<file path="config.mk">
export PLATFORM = sky130hd
export DESIGN_NAME = rf_dump
export DESIGN_NICKNAME = d
export VERILOG_FILES = /design/src/rtl/rf_dump_pkg.sv /design/src/rtl/rf_dump_hex_ascii.sv /design/src/rtl/rf_dump.sv
export SDC_FILE = /design/constraint.sdc
export NUM_CORES = 1
export LEC_CHECK = 0
export ABC_AREA = 1
export ABC_CLOCK_PERIOD_IN_PS = 4360
export CAP_MARGIN = 40
export CELL_PAD_IN_SITES_DETAIL_PLACEMENT = 1
export CELL_PAD_IN_SITES_GLOBAL_PLACEMENT = 2
export CORE_MARGIN = 4
export CORE_UTILIZATION = 30
export DETAILED_ROUTE_END_ITERATION = 16
export PLACE_DENSITY = 0.89
export SLEW_MARGIN = 15
export SYNTH_ARGS = -nofsm -noshare
export SYNTH_HDL_FRONTEND = slang
export SYNTH_SLANG_ARGS = --single-unit
</file>
<file path="constraint.sdc">
create_clock -name clk -period 4.36 [get_ports clk]
set_input_delay 1.09 -clock clk [delete_from_list [all_inputs] [get_ports clk]]
set_output_delay 1.09 -clock clk [all_outputs]
set_load 0.05 [all_outputs]
</file>
<file path="src/rtl/rf_dump_pkg.sv">
// rf_dump_pkg: shared state encoding, ASCII constants and sizing helper for the register dump engine
package rf_dump_pkg;

   typedef enum logic [2:0] {
      S_IDLE,
      S_FETCH,
      S_ADDR,
      S_COLON,
      S_DATA,
      S_NL,
      S_DONE
   } state_t;

   localparam logic [7:0] CHAR_COLON = 8'h3A;
   localparam logic [7:0] CHAR_LF    = 8'h0A;
   localparam logic [7:0] CHAR_0     = 8'h30;
   localparam logic [7:0] CHAR_A     = 8'h41;

   // Index width for n items, never below one bit so a single-nibble word still has a counter
   function automatic int idx_w(input int n);
      return (n > 1) ? $clog2(n) : 1;
   endfunction

endpackage

</file>
<file path="src/rtl/rf_dump_hex_ascii.sv">
// hex_ascii: combinational nibble to uppercase ASCII hex digit
import rf_dump_pkg::*;

module hex_ascii (
   input  logic [3:0] nib_i,
   output logic [7:0] char_o
);

   // Digits 0-9 map onto '0'..'9', 10-15 onto 'A'..'F'
   always_comb begin
      char_o = (nib_i < 4'd10) ? CHAR_0 + 8'(nib_i) : CHAR_A + 8'(nib_i) - 8'd10;
   end

endmodule

</file>
<file path="src/rtl/rf_dump.sv">
// rf_dump: sweeps the register file monitor port and streams each register as an "AA:DDDD..\n" hex line; RF_DUMP_SKIP_ZERO_EN suppresses lines for zero registers
import rf_dump_pkg::*;

module rf_dump #(
   parameter int REG_W = 5,
   parameter int WIDTH = 32
) (
   input  logic             clk,
   input  logic             rst,
   input  logic             start,
   output logic             busy,
   output logic             done,
   output logic [REG_W-1:0] m_rf_addr,
   input  logic [WIDTH-1:0] rf_data,
   output logic [7:0]       out_data,
   output logic             out_valid,
   input  logic             out_ready
);

`ifdef RF_DUMP_SKIP_ZERO_EN
   localparam bit SKIP_ZERO = 1'b1;
`else
   localparam bit SKIP_ZERO = 1'b0;
`endif

   localparam int NIBS  = WIDTH / 4;
   localparam int IDX_W = idx_w(NIBS);

   state_t             state_q;
   logic [REG_W:0]     addr_q;
   logic [IDX_W-1:0]   idx_q;
   logic [WIDTH-1:0]   snap_q;
   logic [7:0]         out_data_q;
   logic               out_valid_q;
   logic               busy_q;
   logic               done_q;

   logic [REG_W:0]     addr_d;
   logic [7:0]         addr8;
   logic [WIDTH-1:0]   snap_d;
   logic [3:0]         nib;
   logic [7:0]         char_d;
   logic               last;
   logic               xfer;
   logic               skip;

   assign busy      = busy_q;
   assign done      = done_q;
   assign out_data  = out_data_q;
   assign out_valid = out_valid_q;
   assign m_rf_addr = addr_q[REG_W-1:0];

   // Pick the nibble of the byte that will be presented after the current one; the snapshot is consumed MSB-first by shifting
   always_comb begin
      addr_d = addr_q + 1'b1;
      addr8  = 8'(addr_q[REG_W-1:0]);
      snap_d = snap_q << 4;
      last   = addr_d[REG_W];
      xfer   = out_valid_q & out_ready;
      skip   = SKIP_ZERO && (rf_data == '0);
      nib    = (state_q == S_FETCH) ? addr8[7:4] :
               (state_q == S_ADDR)  ? addr8[3:0] :
               (state_q == S_COLON) ? snap_q[WIDTH-1 -: 4] :
                                      snap_d[WIDTH-1 -: 4];
   end

   hex_ascii u_hex (
      .nib_i  (nib),
      .char_o (char_d)
   );

   // Dump sequencer: each output byte is loaded on the edge that accepts the previous one
   always_ff @(posedge clk) begin
      if (!rst) begin
         state_q     <= S_IDLE;
         addr_q      <= '0;
         idx_q       <= '0;
         snap_q      <= '0;
         out_data_q  <= 8'h00;
         out_valid_q <= 1'b0;
         busy_q      <= 1'b0;
         done_q      <= 1'b0;
      end else begin
         done_q <= 1'b0;
         case (state_q)
            S_IDLE: begin
               if (start) begin
                  state_q <= S_FETCH;
                  addr_q  <= '0;
                  busy_q  <= 1'b1;
               end
            end
            S_FETCH: begin
               snap_q <= rf_data;
               if (!skip) begin
                  state_q     <= S_ADDR;
                  idx_q       <= '0;
                  out_data_q  <= char_d;
                  out_valid_q <= 1'b1;
               end else if (last) begin
                  state_q <= S_DONE;
                  busy_q  <= 1'b0;
                  done_q  <= 1'b1;
               end else begin
                  addr_q <= addr_d;
               end
            end
            S_ADDR: begin
               if (xfer) begin
                  if (idx_q == '0) begin
                     idx_q      <= idx_q + 1'b1;
                     out_data_q <= char_d;
                  end else begin
                     state_q    <= S_COLON;
                     out_data_q <= CHAR_COLON;
                  end
               end
            end
            S_COLON: begin
               if (xfer) begin
                  state_q    <= S_DATA;
                  idx_q      <= '0;
                  out_data_q <= char_d;
               end
            end
            S_DATA: begin
               if (xfer) begin
                  if (idx_q == IDX_W'(NIBS - 1)) begin
                     state_q    <= S_NL;
                     out_data_q <= CHAR_LF;
                  end else begin
                     idx_q      <= idx_q + 1'b1;
                     snap_q     <= snap_d;
                     out_data_q <= char_d;
                  end
               end
            end
            S_NL: begin
               if (xfer) begin
                  out_valid_q <= 1'b0;
                  if (last) begin
                     state_q <= S_DONE;
                     busy_q  <= 1'b0;
                     done_q  <= 1'b1;
                  end else begin
                     state_q <= S_FETCH;
                     addr_q  <= addr_d;
                  end
               end
            end
            S_DONE: begin
               state_q <= S_IDLE;
               addr_q  <= '0;
            end
            default: state_q <= S_IDLE;
         endcase
      end
   end

endmodule

</file>
==> out/results.ini <==
[detailed_routing]
drcViolationCount=0
wirelength_um=7300
drtIter0Drc=66
dr.pass1.iters=4
vias=2593
ant_nets=0
viasPerCell=4.97
post_drt_wl_per_cell_um=14.0

[run]
drv_cap=0

[placement]
dp_hpwl_um=5350
dp_slack_ns=1.41
portBuffers=50
place_inst=514
place_congestion=0.784

[clocking]
insertion_delay_ns=0.32
cts_sinks=53
cts_buffers=5
htree_levels=2
postCtsSetupRepairBufs=0
hold_buffers=0
cts_tree=built
clock_path_buffers=2
ctsResizeCount=0
root_buffer=clkbuf_8
cts.clk_slew.worst_paths_ns=0.11

[sta]
post-route-min-period_ns=2.83
final.setup.tns_ns=0
worst_pin_slew_ns=0.811
fin_skew_ns=0.0125
maxSlewHeadroom_pct=45.8
rsz0062_at_grt=false
clock.fmax_mhz=353
hold_violations=0
finalSetupViolCount=0
slew_viol_final=0
finalCritPeriodShare_pct=65.0
setup_ws_ns=1.53

[yosys]
synth_top_area_cell=dfxtp_1
syn_area_per_cell_sq_um=6.98
yosysSeqAreaShare_pct=40.3
synth_area_sq_um=2630
synth-warning-count=0
synth_nets=418
synth.ff_latch_count=53
yosys-top-cells-area=dfxtp_1, nand2_1, a31oi_1
synth_top_area_share_pct=40.3
syn_inst=377
ys_types=31

[worst_setup_path]
r2r_setup_slack_ns=1.53
cp_common_cell=inv_2
crit_path_end_kind=flop
path_cells=nor2_4 -> nand2_2 -> inv_2 -> nand2_1 -> nand2_4 -> inv_2 -> o21ai_0 -> a31oi_1
criticalPathCategory=reg2reg
critical_path.max_stage_delay_ns=0.60
cp.required_ns=4.61
start_kind=flop
crit_slowest_cell=inv_2
arrival_ns=3.09
critPathMaxFanout=56

[min_path]
holdCritPathClass=reg2reg

[floorplan]
die_w_um=102
io_pins=52
row_count=33
core_area_sq_um=8380
fp.dieH_um=102
die_area_sq_um=10300
start_util_pct=31.4

[power]
ir_drop_mv=0.207
comb_power_share_pct=46.4
switchingPower_uw=896
power_frac_clock_pct=15.9
cellLeakagePower_nw=1.36
power-per-cell-area_nw_per_um2=602
power_mw=1.96
seqPwrFrac_pct=37.8
p_int_mw=1.07
switching_share_pct=45.7

[grt]
grt_usage_pct=14.5
grt_max_degree=57
grt_pass1_vias=2550
grt_pass1_wl_um=12000
antenna_found_initial=0
grt_overflow=0

[final_layout]
area_growth_pct=23.9
multiInputGateArea_sq_um=1330
drive_gt1_share_pct=6.71
layoutNonFillerInstCount=522
num_antenna_cells=0
final_util_pct=38.9
nNetsFinal=457
fillers=1101
ff_latch_area_sq_um=1060

[outcome]
status=finished, final reports clean

## routing by layer
metal	GRT usage, %	wire, um	vias to the layer above
met2	24.8	3480	40
met3	2.62	274	9
li1	-	-	1327
met1	18.6	3440	1217
met5	0	0	-
met4	4.40	100	0
## power groups by stage
stage                     Combinational (mW)  Sequential [mW]  Clock (mW)
after floorplan                        0.626            0.809           0
after global placement                 0.879            0.747           0
after detailed placement               0.916            0.749           0
after CTS                              0.920            0.741       0.316
after global routing                    1.03            0.759       0.338
final                                  0.910            0.741       0.311
## synthesized netlist by cell type, drive strengths merged
cell type,instances
o21ai,42
nor2,16
nor3b,2
o211ai,1
buf,11
dfxtp,53
conb,1
inv,35
nand4,2
nand3b,1
o221ai,1
clkbuf,8
nor3,2
a31oi,28
a21oi,25
nand2,123
nand3,18
or2,2
o21bai,1
ha,5
## sequential cells by signal, summed over array words and instances (netlist names)
register,cells
addr_q,5
out_data,7
out_valid,1
busy,1
snap_q,32
idx_q,3
done,1
state_q,3
## cell families after synthesis
logic type,Yosys count,synth area share (%)
compound gates,98,20.5
fa+ha+maj,5,2.38
buf+inv,54,9.23
flops,53,40.3
other cells,1,0.143
simple gates,166,27.5
## placed cells by master (no fill, tap or decap), types with 5 or more instances in the layout
cell,n
inv_2,6
clkbuf_8,6
clkdlybuf4s50_1,50
a21oi_1,25
nor2_1,13
ha_1,5
a31oi_1,28
o21ai_0,27
nand3_1,14
nand2_1,119
inv_1,29
o21ai_1,14
dfxtp_1,53
## cell type report
class,instances,share of cell area (%)
Tap cell,105,4.03
Clock inverter,2,0.538
Sequential cell,53,32.6
Multi-Input combinational cell,270,40.7
Timing Repair Buffer,51,15.6
Inverter,35,4.03
Clock buffer,6,2.53
## worst max-delay path, delay by kind of cell, from the launching register on
family                 cells  cell delay (ns)
DFF                        1             0.56
AOI/OAI and AO/OA          2             0.37
and+or+nand+nor            4             0.81
buffers and inverters      2             1.01
## through the flow
step	cell area [sq um]	hold slack [ns]
3_3_place_gp	3160	0.454
3_5_place_dp	3160	0.458
2_1_floorplan	2630	0.439
6_report	3260	0.470
5_1_grt	3260	0.498
4_1_cts	3260	0.473
## path summary, 6_finish.rpt
check	start	to	cells past startpoint
min	out_data[6]	out_data[6]	2
min reg2reg	out_data[6]	out_data[6]	2
max	state_q[0]	snap_q[12]	8
max reg2reg	state_q[0]	snap_q[12]	8
No activity file was read; power rests on OpenSTA's default activity.
